<file path="config.mk">
export PLATFORM = sky130hd
export DESIGN_NAME = fp_wb_buffer_flat
export DESIGN_NICKNAME = d
export VERILOG_FILES = /design/src/rtl/fp_wb_buffer_if.sv /design/src/rtl/fp_wb_buffer.sv /design/src/flat_wrapper.sv
export SDC_FILE = /design/constraint.sdc
export NUM_CORES = 1
export LEC_CHECK = 0
export ABC_CLOCK_PERIOD_IN_PS = 9800
export CAP_MARGIN = 10
export CORE_ASPECT_RATIO = 1.4
export CORE_MARGIN = 5
export CORE_UTILIZATION = 40
export CTS_BUF_LIST = sky130_fd_sc_hd__clkbuf_16
export CTS_CLUSTER_DIAMETER = 200
export CTS_CLUSTER_SIZE = 40
export DETAILED_ROUTE_END_ITERATION = 6
export HOLD_SLACK_MARGIN = 0.03
export PLACE_DENSITY_LB_ADDON = 0.3
export SLEW_MARGIN = 20
export SYNTH_ARGS = -nofsm -noshare
export SYNTH_HDL_FRONTEND = slang
export SYNTH_SLANG_ARGS = --single-unit
</file>
<file path="constraint.sdc">
create_clock -name clk -period 9.8 [get_ports clk]
set_input_delay 2.94 -clock clk [delete_from_list [all_inputs] [get_ports clk]]
set_output_delay 2.94 -clock clk [all_outputs]
set_load 0.01 [all_outputs]
</file>
<file path="src/rtl/fp_wb_buffer_if.sv">
// rtl/fp_wb_buffer_if.sv - FP write-back buffer port bundle (producers, register-file write port, hazard query)
interface fp_wb_buffer_if;
    logic        ld_valid;
    logic [0:4]  ld_rd;
    logic [0:63] ld_data;
    logic        ld_is64;

    logic        fp_valid;
    logic        fp_ready;
    logic [0:4]  fp_rd;
    logic [0:63] fp_data;
    logic        fp_is64;

    logic [0:4]  rd;
    logic [0:63] busW;
    logic        is64;
    logic        writeEnable;

    logic [0:4]  qa;
    logic [0:4]  qb;
    logic        hazA;
    logic        hazB;
    logic [0:3]  count;

    modport master (
        output ld_valid, ld_rd, ld_data, ld_is64,
        output fp_valid, fp_rd, fp_data, fp_is64,
        output qa, qb,
        input  fp_ready, rd, busW, is64, writeEnable, hazA, hazB, count
    );

    modport slave (
        input  ld_valid, ld_rd, ld_data, ld_is64,
        input  fp_valid, fp_rd, fp_data, fp_is64,
        input  qa, qb,
        output fp_ready, rd, busW, is64, writeEnable, hazA, hazB, count
    );
endinterface

</file>
<file path="src/rtl/fp_wb_buffer.sv">
// rtl/fp_wb_buffer.sv - FP register-file write-back buffer merging load path and FP-unit FIFO; optional FPWB_BYPASS_EN
module fp_wb_buffer #(
    parameter int DEPTH = 4
) (
    input  logic            clk,
    input  logic            reset,
    fp_wb_buffer_if.slave   bus
);
    localparam int         PW   = $clog2(DEPTH);
    localparam logic [0:3] FULL = 4'(DEPTH);

    logic [0:4]       q_rd   [DEPTH];
    logic [0:63]      q_data [DEPTH];
    logic [DEPTH-1:0] q_is64;
    logic [DEPTH-1:0] q_valid;
    logic [PW-1:0]    head;
    logic [PW-1:0]    tail;
    logic [0:3]       cnt;

    logic ld_go;
    logic byp_go;
    logic push;
    logic pop;
    logic full;

    function automatic logic reg_match(input logic [0:4] r, input logic [0:4] erd, input logic e64);
        return e64 ? (r[0:3] == erd[0:3]) : (r == erd);
    endfunction

    // Control: load path wins the write port, then FIFO head, then (optionally) a bypassed FP result.
    always_comb begin
        full   = (cnt == FULL);
        ld_go  = bus.ld_valid & ~reset;
`ifdef FPWB_BYPASS_EN
        byp_go = ~reset & ~bus.ld_valid & (cnt == 4'd0) & bus.fp_valid;
`else
        byp_go = 1'b0;
`endif
        pop    = ~reset & ~bus.ld_valid & (cnt != 4'd0);
        push   = ~reset & bus.fp_valid & ~full & ~byp_go;
    end

    // Write-port mux, handshake and occupancy outputs.
    always_comb begin
        bus.writeEnable = 1'b0;
        bus.rd          = '0;
        bus.busW        = '0;
        bus.is64        = 1'b0;
        bus.fp_ready    = reset | ~full;
        bus.count       = reset ? 4'd0 : cnt;
        if (ld_go) begin
            bus.writeEnable = 1'b1;
            bus.rd          = bus.ld_rd;
            bus.busW        = bus.ld_data;
            bus.is64        = bus.ld_is64;
        end else if (pop) begin
            bus.writeEnable = 1'b1;
            bus.rd          = q_rd[head];
            bus.busW        = q_data[head];
            bus.is64        = q_is64[head];
        end else if (byp_go) begin
            bus.writeEnable = 1'b1;
            bus.rd          = bus.fp_rd;
            bus.busW        = bus.fp_data;
            bus.is64        = bus.fp_is64;
        end
    end

    // Hazard report: every held entry (head included) plus whatever is on the write port from outside the FIFO.
    always_comb begin
        bus.hazA = 1'b0;
        bus.hazB = 1'b0;
        if (!reset) begin
            for (int i = 0; i < DEPTH; i++) begin
                if (q_valid[i]) begin
                    bus.hazA = bus.hazA | reg_match(bus.qa, q_rd[i], q_is64[i]);
                    bus.hazB = bus.hazB | reg_match(bus.qb, q_rd[i], q_is64[i]);
                end
            end
            if (ld_go) begin
                bus.hazA = bus.hazA | reg_match(bus.qa, bus.ld_rd, bus.ld_is64);
                bus.hazB = bus.hazB | reg_match(bus.qb, bus.ld_rd, bus.ld_is64);
            end
            if (byp_go) begin
                bus.hazA = bus.hazA | reg_match(bus.qa, bus.fp_rd, bus.fp_is64);
                bus.hazB = bus.hazB | reg_match(bus.qb, bus.fp_rd, bus.fp_is64);
            end
        end
    end

    // FIFO state: enqueue at tail, dequeue at head, both may happen in one cycle.
    always_ff @(posedge clk) begin
        if (reset) begin
            head    <= '0;
            tail    <= '0;
            cnt     <= 4'd0;
            q_valid <= '0;
        end else begin
            if (push) begin
                q_rd[tail]    <= bus.fp_rd;
                q_data[tail]  <= bus.fp_data;
                q_is64[tail]  <= bus.fp_is64;
                q_valid[tail] <= 1'b1;
                tail          <= tail + PW'(1);
            end
            if (pop) begin
                q_valid[head] <= 1'b0;
                head          <= head + PW'(1);
            end
            case ({push, pop})
                2'b10:   cnt <= cnt + 4'd1;
                2'b01:   cnt <= cnt - 4'd1;
                default: cnt <= cnt;
            endcase
        end
    end
endmodule

</file>
<file path="src/flat_wrapper.sv">
// flat-port wrapper written by rule: the top's interface ports become plain ports
module fp_wb_buffer_flat 
#(
    parameter int DEPTH = 4
)
  (clk, reset, bus_ld_valid, bus_ld_rd, bus_ld_data, bus_ld_is64, bus_fp_valid, bus_fp_rd, bus_fp_data, bus_fp_is64, bus_qa, bus_qb, bus_fp_ready, bus_rd, bus_busW, bus_is64, bus_writeEnable, bus_hazA, bus_hazB, bus_count);
  fp_wb_buffer_if bus_i ();
  input  logic clk;
  input  logic reset;
  input wire logic [$bits(bus_i.ld_valid)-1:0] bus_ld_valid;
  input wire logic [$bits(bus_i.ld_rd)-1:0] bus_ld_rd;
  input wire logic [$bits(bus_i.ld_data)-1:0] bus_ld_data;
  input wire logic [$bits(bus_i.ld_is64)-1:0] bus_ld_is64;
  input wire logic [$bits(bus_i.fp_valid)-1:0] bus_fp_valid;
  input wire logic [$bits(bus_i.fp_rd)-1:0] bus_fp_rd;
  input wire logic [$bits(bus_i.fp_data)-1:0] bus_fp_data;
  input wire logic [$bits(bus_i.fp_is64)-1:0] bus_fp_is64;
  input wire logic [$bits(bus_i.qa)-1:0] bus_qa;
  input wire logic [$bits(bus_i.qb)-1:0] bus_qb;
  output wire logic [$bits(bus_i.fp_ready)-1:0] bus_fp_ready;
  output wire logic [$bits(bus_i.rd)-1:0] bus_rd;
  output wire logic [$bits(bus_i.busW)-1:0] bus_busW;
  output wire logic [$bits(bus_i.is64)-1:0] bus_is64;
  output wire logic [$bits(bus_i.writeEnable)-1:0] bus_writeEnable;
  output wire logic [$bits(bus_i.hazA)-1:0] bus_hazA;
  output wire logic [$bits(bus_i.hazB)-1:0] bus_hazB;
  output wire logic [$bits(bus_i.count)-1:0] bus_count;
  assign bus_i.ld_valid = bus_ld_valid;
  assign bus_i.ld_rd = bus_ld_rd;
  assign bus_i.ld_data = bus_ld_data;
  assign bus_i.ld_is64 = bus_ld_is64;
  assign bus_i.fp_valid = bus_fp_valid;
  assign bus_i.fp_rd = bus_fp_rd;
  assign bus_i.fp_data = bus_fp_data;
  assign bus_i.fp_is64 = bus_fp_is64;
  assign bus_i.qa = bus_qa;
  assign bus_i.qb = bus_qb;
  assign bus_fp_ready = bus_i.fp_ready;
  assign bus_rd = bus_i.rd;
  assign bus_busW = bus_i.busW;
  assign bus_is64 = bus_i.is64;
  assign bus_writeEnable = bus_i.writeEnable;
  assign bus_hazA = bus_i.hazA;
  assign bus_hazB = bus_i.hazB;
  assign bus_count = bus_i.count;
  fp_wb_buffer #(.DEPTH(DEPTH)) u_core (.clk(clk), .reset(reset), .bus(bus_i));
endmodule
</file>
Word-level counts from Yosys, hierarchy flattened
Memories as Yosys holds them, arrays and structs flattened. A register that Yosys moved wholly into a read port is not among the register bits.
Index checks and enable logic that the tools add are counted.

operators by class
  bitwise logic cells = 20
  reductions and logical operators = 5
  magnitude comparators = 4
  muxes and demuxes = 57
  add/sub/neg operators = 4
  equal/unequal tests = 23

operator list
  kind                                                        number
  2-to-1 mux 64 bit                                           2
  == test 5 bit                                               10
  == test 4 bit                                               10
  2-to-1 mux 1 bit                                            40
  2-to-1 mux 4 bit                                            4
  2-to-1 mux 5 bit                                            2
  OR 1 bit                                                    9
  2-to-1 mux 2 bit                                            4
  case mux 4 bit (2 select lines)                             1
  less-than comparator 2 x 3 -> 1 bit, second input constant  2
  AND 1 bit                                                   5
  adder 2 x 1 -> 2 bit, second input constant                 2
  adder 4 x 1 -> 4 bit, second input constant                 1
  AND 4 bit                                                   1
  bitwise mux 4 bit                                           1
  demux 1 bit (select 2 bit)                                  2
  == test 4 x 3 -> 1 bit, second input constant               1
  >= comparator 2 x 1 -> 1 bit, second input constant         2
  NOT 4 bit                                                   1
  OR 4 bit                                                    1
  nonzero test 4 bit                                          1
  subtractor 4 x 1 -> 4 bit, second input constant            1
  NOT 1 bit                                                   3
  binary-select mux 1 bit (select 2 bit)                      1
  5 further kinds                                             6

storage, ports and cells
  bits in registers = 16
  memories = 2
  RAM bits = 276

memory list
  name           depth  width  rd ports  clocked after memory_dff  wr ports  RTL line            RTL
  u_core.q_data  4      64     1         1                         1         fp_wb_buffer.sv:13  logic [0:63] q_data [DEPTH];
  u_core.q_rd    4      5      5         1                         1         fp_wb_buffer.sv:12  logic [0:4] q_rd [DEPTH];

Logic depth before layout (Yosys ltp)
Gate-level depths: netlist of run 1.
An unclocked memory read counts as a cell.

  depth in word-level cells = 17
  depth in mapped cells = 11

Worst setup path after synthesis of run 1
No wires, ideal clock.

  path kind = input to output
  start = input bus_qb[1]
  end = output bus_hazB
  path buffers = 1
  path slack = 2.885 ns
  cell stages on the path = 5
  data required time = 6.860 ns
  arrival time = 3.975 ns
  cell sequence = buf_2 a222oi_1 nor4b_1 nor3_1 a31oi_1

between the ends
  longest elaborated chain between the ends = 16
  elaborated cells on any way between the ends = 29
  classes of those cells = 10 x eq/ne; 15 x mux; 4 x bitwise

RTL lines
  what                                                   RTL line            RTL
  start: declaration                                     flat_wrapper.sv:19  input wire logic [$bits(bus_i.qb)-1:0] bus_qb;
  == test 5 bit / == test 4 bit (equally long branches)  fp_wb_buffer.sv:27  return e64 ? (r[0:3] == erd[0:3]) : (r == erd);
  2-to-1 mux 1 bit                                       fp_wb_buffer.sv:27
  2-to-1 mux 1 bit                                       fp_wb_buffer.sv:75  if (q_valid[i]) begin
  2-to-1 mux 1 bit                                       fp_wb_buffer.sv:73  if (!reset) begin
  OR 1 bit                                               fp_wb_buffer.sv:77  bus.hazB = bus.hazB | reg_match(bus.qb, q_rd[i], q_is64[i]);
  2-to-1 mux 1 bit                                       fp_wb_buffer.sv:75
  2-to-1 mux 1 bit                                       fp_wb_buffer.sv:73
  OR 1 bit                                               fp_wb_buffer.sv:77
  2-to-1 mux 1 bit                                       fp_wb_buffer.sv:75
  2-to-1 mux 1 bit                                       fp_wb_buffer.sv:73
  OR 1 bit                                               fp_wb_buffer.sv:77
  2-to-1 mux 1 bit                                       fp_wb_buffer.sv:75
  2-to-1 mux 1 bit                                       fp_wb_buffer.sv:73
  OR 1 bit                                               fp_wb_buffer.sv:82  bus.hazB = bus.hazB | reg_match(bus.qb, bus.ld_rd, bus.ld_is64);
  2-to-1 mux 1 bit *                                     fp_wb_buffer.sv:80  if (ld_go) begin
  2-to-1 mux 1 bit *                                     fp_wb_buffer.sv:73
  end: declaration                                       flat_wrapper.sv:26  output wire logic [$bits(bus_i.hazB)-1:0] bus_hazB;

Every way passes the cells marked *; elsewhere a longest branch is shown, timed or not. The select of a mux whose other input is x is not followed.

Worst setup path after layout of run 1
  start = input reset
  end = output bus_busW[24]

between the ends
  longest elaborated chain between the ends = 5
  elaborated cells on any way between the ends = 6
  classes of those cells = 2 x mux; 4 x bitwise

RTL lines
  what                     RTL line                                RTL
  start: declaration       flat_wrapper.sv:9                       input logic reset;
  NOT 1 bit *              fp_wb_buffer.sv:33, fp_wb_buffer.sv:39
  AND 1 bit (2 in series)  fp_wb_buffer.sv:39                      pop = ~reset & ~bus.ld_valid & (cnt != 4'd0);
  2-to-1 mux 64 bit        fp_wb_buffer.sv:56                      end else if (pop) begin
  2-to-1 mux 64 bit *      fp_wb_buffer.sv:51                      if (ld_go) begin
  end: declaration         flat_wrapper.sv:22                      output wire logic [$bits(bus_i.busW)-1:0] bus_busW;

Every way passes the cells marked *; elsewhere a longest branch is shown, timed or not.

==> flow_metrics.tcl, run 1 <==
set metrics [dict create \
    number_of_remaining_drc_errors 0 \
    stdcell_count 1223 \
    detail-route-antenna-nets 0 \
    cts.clk_slew.worst_paths_ns 0.13 \
    numPlacedInstances 1206 \
    worstMarginPinSlew_ns 0.992 \
    synth_cells 625 \
    worst-endpoint-arrival_ns 5.49 \
    mean_number_of_vias_per_cell 5.30 \
    first_global_vias 7073 \
    syn2layout_area_growth_pct 24.7 \
    average_detailed_routed_wire_length_per_instance_um 21.6 \
    grt_antenna_before_repair 2 \
    core_area_mm2 0.0300 \
    static-leakage-power_nw 4.76 \
    syn_area_mm2 0.0122 \
    gp_congestion 0.833 \
    cts_resized 0 \
    setup-violations-final 0 \
    initial_utilization_pct 40.6 \
    chipWidth_um 158 \
    dr_total_vias 6488 \
    synth_ff_type "sky130_fd_sc_hd__edfxtp_1" \
    max-slew-margin-rel_pct 33.9 \
    hold_ws_ns 0.564 \
    fin_nets 1000 \
    cellPowerDensity_mw_per_mm2 154 \
    max_freq_mhz 119 \
    row_count 75 \
    globalRouteOverflowTotal 0 \
    total_area_of_multi_input_combinational_cells_mm2 0.00326 \
    critical_path_required_ns 6.86 \
    numPortBuffers 231 \
    vdd_drop_max_v 0.000146 \
    synth-async-reset-ratio_pct 0 \
    fin_tns_setup_ns 0 \
    h-tree-depth 1 \
    run_status "finished, final reports clean" \
    grt_first_pass_wirelength_mm 40.5 \
    cts_hold_repair.buffers 0 \
    track_usage_pct 15.3 \
    ioPinCount 232 \
    cts.sinks 294 \
    filler_cells 2513 \
    ys_types 35 \
    hold_viol 0 \
    timing.critical_path.to_type "primary output" \
    synth-edff-count 280 \
    first_pass_iters 4 \
    post_route_cells_drive_above_1_share_pct 12.1 \
    routed_wl_mm 26.4 \
    slew_violations 0 \
    postSynthRegisterBits 294 \
    max-cap-violations 0 \
    tritoncts "done" \
    worst_skew_pair.late_latency_ns 0.48 \
    cts_setup_buffers 0 \
    syn_nets 791 \
    grt_start_max_net_pins 73 \
    setup_repair_after_global_routing_missed_its_margin "no" \
    layout_worst_path_cycle_share_pct 86.0 \
    die-area_mm2 0.0341 \
    yosysWarningCount 0 \
    drt-initial-drc-count 322 \
    clk_root_buffer_cell "sky130_fd_sc_hd__clkbuf_16" \
    place.detailed.hpwl_mm 17.1 \
    dieHeight_um 217 \
    layout_min_cycle_time_ns 8.43 \
    synthesis.area_per_instance_um2 19.5 \
    setup.worst_path.class "in2out" \
    total_area_of_sequential_cells_mm2 0.00870 \
    timing.hold.worst.class "reg2reg" \
    cts.path.max_buffers 3 \
    cts_made_buffers 11 \
    finClkSkew_ns 0.0280 \
    synth_seq_area_share_pct 71.3 \
    start_kind "input pin" \
    cp_max_fo 49 \
]
-- worst max-delay path: stages --
cell                              delay, ns
sky130_fd_sc_hd__clkdlybuf4s50_1       0.88
sky130_fd_sc_hd__nor3_4                0.36
sky130_fd_sc_hd__buf_4                 0.48
sky130_fd_sc_hd__a22o_1                0.22
sky130_fd_sc_hd__clkdlybuf4s50_1       0.54
-- flip-flops by register name (all words and copies together) (netlist names), named ones only --
name / count
u_core.q_rd: 20
u_core.q_valid: 4
u_core.tail: 2
u_core.q_is64: 4
u_core.head: 2
u_core.q_data: 256
u_core.cnt: 4
-- report_power, final --
| part | total (mW) | switching [mW] | leakage (nW) | internal, mW |
|---|---|---|---|---|
| sequential | 1.44 | 0.0237 | 2.66 | 1.42 |
| combinational | 0.336 | 0.145 | 1.93 | 0.191 |
| clock | 0.566 | 0.352 | 0.163 | 0.213 |
-- stage by stage --
stage / total power [mW] / util [%] / cell area (um^2) / setup WS (ns)
2_1_floorplan: 1.64 / - / 12200 / 2.89
3_3_place_gp: 1.81 / 49.5 / 14900 / 1.43
3_5_place_dp: 1.81 / 49.5 / 14900 / 1.37
4_1_cts: 2.38 / 50.6 / 15200 / 1.37
5_1_grt: 2.45 / 50.6 / 15200 / 1.17
6_report: 2.34 / 50.6 / 15200 / 1.37
-- layout make-up --
cell class	count	share of cell area, %
antenna	2	0.0329
clock buffer	11	1.81
clock inverter	4	0.272
inverter	11	0.272
multi-input combinational	276	21.5
sequential	294	57.2
tap	385	3.17
timing repair buffer	240	15.7
-- cell families after synthesis --
logic type	after synthesis	share of synthesized area [%]
flops	294	71.3
compound gates	99	6.71
mux	70	12.9
buf+inv	55	2.16
xor+xnor	52	3.74
simple gates	43	1.87
fa+ha+maj	12	1.29
-- routing by layer --
| metal | vias up | wire length [um] | track usage [%] |
|---|---|---|---|
| met5 | - | 0 | 0 |
| met4 | 0 | 677 | 4.94 |
| met3 | 37 | 1060 | 1.78 |
| met2 | 165 | 14400 | 28.2 |
| met1 | 3314 | 10200 | 18.6 |
| li1 | 2972 | - | - |
-- final timing paths --
path | from | end | slack (ns) | depth (start not counted)
setup / recovery | reset | bus_busW[24] | 1.37 | 5
hold / removal | u_core.q_valid[0] | u_core.q_valid[0] | 0.56 | 2
setup reg to reg | u_core.cnt[3] | u_core.q_data[2][29] | 6.89 | 5
hold reg to reg | u_core.q_valid[0] | u_core.q_valid[0] | 0.56 | 2
-- cell usage after synthesis (3+ instances only) --
cell type,n,area share [%]
sky130_fd_sc_hd__nor3_1,7,0.29
sky130_fd_sc_hd__a22o_1,70,5.0
sky130_fd_sc_hd__xor2_1,30,2.2
sky130_fd_sc_hd__and2_1,4,0.21
sky130_fd_sc_hd__o2111ai_1,5,0.36
sky130_fd_sc_hd__a21oi_1,8,0.33
sky130_fd_sc_hd__ha_1,11,1.1
sky130_fd_sc_hd__nand2_1,3,0.092
sky130_fd_sc_hd__nor2_1,13,0.40
sky130_fd_sc_hd__o211ai_1,5,0.31
sky130_fd_sc_hd__xnor2_1,22,1.6
sky130_fd_sc_hd__nor2b_1,4,0.21
sky130_fd_sc_hd__edfxtp_1,280,69
sky130_fd_sc_hd__nor4_1,6,0.31
sky130_fd_sc_hd__a211oi_1,4,0.25
sky130_fd_sc_hd__mux4_2,70,13
sky130_fd_sc_hd__buf_2,13,0.53
sky130_fd_sc_hd__dfxtp_1,14,2.3
sky130_fd_sc_hd__inv_1,11,0.34
sky130_fd_sc_hd__clkbuf_1,27,0.83
-- placed cells by master (no fill, tap or decap), types with 7 or more instances in the layout --
| master | synthesis | routed |
|---|---|---|
| sky130_fd_sc_hd__clkbuf_16 | 0 | 11 |
| sky130_fd_sc_hd__nor3_1 | 7 | 7 |
| sky130_fd_sc_hd__a21oi_1 | 8 | 8 |
| sky130_fd_sc_hd__clkdlybuf4s50_1 | 0 | 231 |
| sky130_fd_sc_hd__xor2_1 | 30 | 30 |
| sky130_fd_sc_hd__ha_1 | 11 | 11 |
| sky130_fd_sc_hd__nor2_1 | 13 | 13 |
| sky130_fd_sc_hd__edfxtp_1 | 280 | 280 |
| sky130_fd_sc_hd__dfxtp_1 | 14 | 12 |
| sky130_fd_sc_hd__buf_4 | 0 | 8 |
| sky130_fd_sc_hd__xnor2_1 | 22 | 22 |
| sky130_fd_sc_hd__a22o_1 | 70 | 70 |
| sky130_fd_sc_hd__mux4_2 | 70 | 70 |
| sky130_fd_sc_hd__inv_1 | 11 | 14 |
Note: power is estimated with default switching activity, not from simulation.
==> run 2: changes to the inputs <==
DONT_BUFFER_PORTS = 1   (was default)
RECOVER_POWER = 100   (was default)
==> flow_metrics.tcl, run 2 (same netlist as run 1, synthesis figures left out) <==
set metrics [dict create \
    critical_path.reg2reg.startpoint "u_core.cnt[2]" \
    static-leakage-power_nw 3.83 \
    worst_path_largest_cell_delay_ns 2.02 \
    dr_total_vias 5704 \
    largest_register_ffs 256 \
    place.detailed.hpwl_mm 15.8 \
    dieHeight_um 217 \
    run_status "complete, but fails checks" \
    gp_congestion 0.867 \
    cts.path.max_buffers 3 \
    chipWidth_um 158 \
    total_area_of_sequential_cells_mm2 0.00870 \
    cp_max_fo 39 \
    registers.top_by_ff_count "u_core.q_data" \
    first_global_vias 6298 \
    track_usage_pct 14.4 \
    row_count 75 \
    initial_utilization_pct 40.6 \
    r2r_cells 5 \
    tritoncts "done" \
    post_route_cells_drive_above_1_share_pct 14.8 \
    cts.sinks 294 \
    grt_antenna_before_repair 0 \
    start_kind "input pin" \
    clk_root_buffer_cell "sky130_fd_sc_hd__clkbuf_16" \
    average_detailed_routed_wire_length_per_instance_um 25.4 \
    max-cap-violations 8 \
    most_common_cell_after_layout_fill_and_taps_aside "sky130_fd_sc_hd__edfxtp_1" \
    vdd_drop_max_v 0.000153 \
    timing.critical_path.to_type "register" \
    violations_in_the_final_reports "max-capacitance violations, max-slew violations" \
    placed_cell_areas_mm2 0.0125 \
    globalRouteOverflowTotal 0 \
    number_of_remaining_drc_errors 0 \
    total_area_of_multi_input_combinational_cells_mm2 0.00323 \
    worst_reg2reg_path_endpoint "u_core.q_data[2][29]" \
    hold_viol 0 \
    drt-initial-drc-count 350 \
    timing.hold.worst.class "reg2reg" \
    worstMarginPinSlew_ns 2.70 \
    cts_made_buffers 11 \
    cts_resized 0 \
    crit_start "bus_fp_valid" \
    critical_path.cell_chain "a21boi_0 -> nor2b_1 -> and2_0 -> clkbuf_1" \
    max-slew-margin-rel_pct -79.7 \
    finClkSkew_ns 0.0318 \
    worst_skew_pair.late_latency_ns 0.49 \
    cellPowerDensity_mw_per_mm2 173 \
    max_freq_mhz 126 \
    detail-route-antenna-nets 0 \
    critical_path_required_ns 9.84 \
    cts_setup_buffers 0 \
    setup_repair_after_global_routing_missed_its_margin "no" \
    setup-violations-final 0 \
    worstPathBufferInverterCount 1 \
    hold_ws_ns 0.582 \
    timing.hold.worst_endpoint "u_core.q_valid[1]" \
    diodes 0 \
    ioPinCount 232 \
    routed_wl_mm 25.1 \
    slew_violations 292 \
    grt_first_pass_wirelength_mm 37.8 \
    mean_number_of_vias_per_cell 5.77 \
    largest_registers "u_core.q_data x256, u_core.q_rd x20" \
    die-area_mm2 0.0341 \
    core_area_mm2 0.0300 \
    filler_cells 2623 \
    cts.clk_slew.worst_paths_ns 0.13 \
    fin_tns_setup_ns 0 \
    setup.worst_path.class "in2reg" \
    design_area_mm2 0.0128 \
    most-common-layout-cells "280 x sky130_fd_sc_hd__edfxtp_1, 70 x sky130_fd_sc_hd__mux4_2, 70 x sky130_fd_sc_hd__a22o_1, 30 x sky130_fd_sc_hd__xor2_1, 22 x sky130_fd_sc_hd__xnor2_1" \
    crit_path_top_delay_cell "sky130_fd_sc_hd__clkbuf_1" \
    grt_start_max_net_pins 80 \
    syn2layout_area_growth_pct 5.09 \
    layout_worst_path_cycle_share_pct 80.9 \
    worst_r2r_setup_slack_ns 3.76 \
    fin_nets 767 \
    path_delay_family "simple AND/OR/NAND/NOR gates" \
    first_pass_iters 4 \
    numPortBuffers 0 \
    h-tree-depth 1 \
    worst_hold_path.num_cells 2 \
    layout_min_cycle_time_ns 7.93 \
    cts_hold_repair.buffers 0 \
    worst-endpoint-arrival_ns 7.96 \
    hold_path_startpoint "u_core.q_valid[1]" \
]
## run 2: cell type report
cell class / instances / share of cell area [%]
flip-flops and latches: 294 / 67.9
multi-input cells: 276 / 25.3
well taps: 385 / 3.76
clock buffers: 11 / 2.15
clock inverters: 4 / 0.322
inverters: 11 / 0.322
repair buffers: 7 / 0.293
## run 2: metal layers
layer  track usage [%]  up-vias  part of all wire [%]  wire length [um]
met4              4.36        0                   2.5               639
met5                 0        -                     0                 0
met1              16.5     3013                    36              9160
met3              2.63       32                   5.4              1360
met2              27.1      167                    56             14000
li1                  -     2492                     -                 -
## run 2: worst max-delay path by stage
stage                                 endpoint  depth (start not counted)  slack, ns
after global routing      u_core.q_data[0][32]                          4       1.38
after global placement            bus_busW[35]                          3       2.51
after detailed placement          bus_busW[50]                          3       2.41
after CTS                         bus_busW[50]                          3       2.41
after floorplan                       bus_hazB                          5       2.89
final                     u_core.q_data[2][29]                          4       1.87
## run 2: power by group
part,switching (mW),internal [mW],total [mW]
Sequential,0.0276,1.42,1.45
Clock,0.354,0.213,0.568
Combinational,0.109,0.0935,0.203
Total,0.491,1.73,2.22
## run 2: worst min-delay path, cell delays in order (launching register included)
cell and delay (ns):
sky130_fd_sc_hd__dfxtp_1 0.38, sky130_fd_sc_hd__a21oi_1 0.13, sky130_fd_sc_hd__a211oi_1 0.06
## run 2: per-stage QoR
step	utilization, %	power (mW)	std cells	worst slack [ns]
floorplan	-	1.64	625	2.89
global placement	41.7	1.68	970	2.51
detailed placement	41.7	1.69	970	2.41
CTS	42.7	2.25	985	2.41
global route	42.7	2.31	988	1.38
finish	42.7	2.22	988	1.87
==> run 3: changes to the inputs <==
ABC_CLOCK_PERIOD_IN_PS = 7200   (was 9800)
clock period = 7.2 ns   (was 9.8 ns; I/O delays follow)
==> flow_metrics.tcl, run 3 (same netlist as run 1, synthesis figures left out) <==
set metrics [dict create \
    cp_max_fo 72 \
    diodes 0 \
    number_of_remaining_drc_errors 0 \
    finClkSkew_ns 0.0338 \
    filler_cells 2587 \
    r2r_cells 5 \
    setup-violations-final 0 \
    place.detailed.hpwl_mm 16.4 \
    swShare_pct 21.9 \
    hold_viol 0 \
    total_area_of_multi_input_combinational_cells_mm2 0.00323 \
    chipWidth_um 158 \
    gp_congestion 0.869 \
    first_global_vias 6323 \
    layout_worst_path_cycle_share_pct 85.9 \
    worst_path_largest_cell_delay_ns 1.12 \
    slew_violations 202 \
    critical_path_cell_count 4 \
    timing.hold.worst.class "reg2reg" \
    core_area_mm2 0.0300 \
    max-cap-violations 5 \
    design_area_mm2 0.0129 \
    cellPowerDensity_mw_per_mm2 234 \
    layout_min_cycle_time_ns 6.19 \
    syn2layout_area_growth_pct 6.02 \
    cts_resized 0 \
    registers.top_by_ff_count "u_core.q_data" \
    worstMarginPinSlew_ns 2.83 \
    start_kind "input pin" \
    vdd_drop_max_v 0.000268 \
    cts_hold_repair.buffers 0 \
    cts_made_buffers 11 \
    numPlacedInstances 973 \
    routed_wl_mm 25.1 \
    crit_path_top_delay_cell "sky130_fd_sc_hd__clkbuf_2" \
    timing.critical_path.to_type "primary output" \
    path_delay_family "buffers and inverters" \
    cts.sinks 294 \
    largest_register_ffs 256 \
    drt-initial-drc-count 295 \
    hold_ws_ns 0.575 \
    max-slew-margin-rel_pct -88.9 \
    stdcell_count 990 \
    cts.path.max_buffers 3 \
    dieHeight_um 217 \
    violations_in_the_final_reports "max-capacitance violations, max-slew violations" \
    fin_nets 769 \
    globalRouteOverflowTotal 0 \
    detail-route-antenna-nets 0 \
    cts.clk_slew.worst_paths_ns 0.13 \
    worstPathBufferInverterCount 1 \
    grt_first_pass_wirelength_mm 37.9 \
    setup.worst_path.class "in2out" \
    cts_setup_buffers 0 \
    run_status "complete, but fails checks" \
    grt_start_max_net_pins 80 \
    initial_utilization_pct 40.6 \
    worst_r2r_setup_slack_ns 2.71 \
    fin_ws_ns 1.01 \
    setup_repair_after_global_routing_missed_its_margin "no" \
    critical_path.reg2reg.startpoint "u_core.cnt[3]" \
    worst-endpoint-arrival_ns 4.03 \
    largest_registers "u_core.q_data x256, u_core.q_rd x20" \
    static-leakage-power_nw 3.89 \
    most_common_cell_after_layout_fill_and_taps_aside "sky130_fd_sc_hd__edfxtp_1" \
    numPortBuffers 0 \
    total_area_of_sequential_cells_mm2 0.00870 \
    ioPinCount 232 \
    clkPwrFrac_pct 25.3 \
    tritoncts "done" \
    dr_total_vias 5745 \
    share_comb_of_total_power_pct 9.4 \
    max_freq_mhz 162 \
    average_detailed_routed_wire_length_per_instance_um 25.3 \
    critical_path.cell_chain "nor2b_4 -> clkbuf_2 -> o2111ai_1 -> a31oi_1" \
    pwr-share-seq_pct 65.2 \
    mean_number_of_vias_per_cell 5.80 \
    placed_cell_areas_mm2 0.0126 \
    grt_antenna_before_repair 0 \
    h-tree-depth 1 \
    crit_start "bus_ld_valid" \
    die-area_mm2 0.0341 \
    setup_crit_end "bus_hazB" \
    track_usage_pct 14.6 \
    critical_path_required_ns 5.04 \
    clk_root_buffer_cell "sky130_fd_sc_hd__clkbuf_16" \
    placement.setup.worst_slack_ns 1.54 \
    worst_skew_pair.late_latency_ns 0.49 \
    row_count 75 \
    first_pass_iters 6 \
    intPower_mw 2.36 \
    post_route_cells_drive_above_1_share_pct 15.7 \
    worst_reg2reg_path_endpoint "u_core.q_data[1][32]" \
    fin_tns_setup_ns 0 \
    most-common-layout-cells "280 x sky130_fd_sc_hd__edfxtp_1, 70 x sky130_fd_sc_hd__mux4_2, 70 x sky130_fd_sc_hd__a22o_1, 30 x sky130_fd_sc_hd__xor2_1, 22 x sky130_fd_sc_hd__xnor2_1" \
    power.net_switching_mw 0.661 \
]
## run 3: how the worst min path moves through the flow
| stage | to | cells past startpoint | slack [ns] | startpoint |
|---|---|---|---|---|
| after floorplan | u_core.q_valid[0] | 2 | 0.51 | u_core.q_valid[0] |
| after global placement | u_core.cnt[0] | 2 | 0.54 | u_core.cnt[0] |
| after detailed placement | u_core.q_valid[0] | 2 | 0.56 | u_core.q_valid[0] |
| after CTS | u_core.q_valid[0] | 2 | 0.58 | u_core.q_valid[0] |
| after global routing | u_core.q_valid[0] | 2 | 0.59 | u_core.q_valid[0] |
| final | u_core.q_valid[3] | 2 | 0.58 | u_core.q_valid[3] |
## run 3: power by group through the flow
stage	registers, mW	clock network (mW)	logic (mW)
global route	1.98	0.862	0.310
detailed placement	2.01	0	0.290
floorplan	1.99	0	0.250
finish	1.97	0.764	0.285
global placement	2.01	0	0.279
CTS	1.97	0.801	0.292
## run 3: layer usage
metal	track usage (%)	routed length [um]	vias to the layer above	share of wire (%)
met3	2.59	1430	36	5.7
met2	27.7	14200	172	57
li1	-	-	2496	-
met4	4.30	596	0	2.4
met1	16.4	8800	3041	35
met5	0	0	-	0
## run 3: metrics by stage
step / util, % / power [mW]
6_report: 43.0 / 3.02
5_1_grt: 43.0 / 3.15
4_1_cts: 43.0 / 3.06
3_5_place_dp: 41.9 / 2.30
3_3_place_gp: 41.7 / 2.29
2_1_floorplan: - / 2.24
## run 3: worst min-delay path, stage by stage, from the launching register on
cell and delay (ns):
sky130_fd_sc_hd__dfxtp_1 0.37, sky130_fd_sc_hd__a21oi_1 0.12, sky130_fd_sc_hd__a211oi_1 0.06
## run 3: area by class of cell
class,instances,area share (%)
Multi-Input combinational cell,276,25.0
Sequential cell,294,67.3
Timing Repair Buffer,9,1.16
Clock inverter,4,0.320
Tap cell,385,3.73
Inverter,11,0.320
Clock buffer,11,2.13
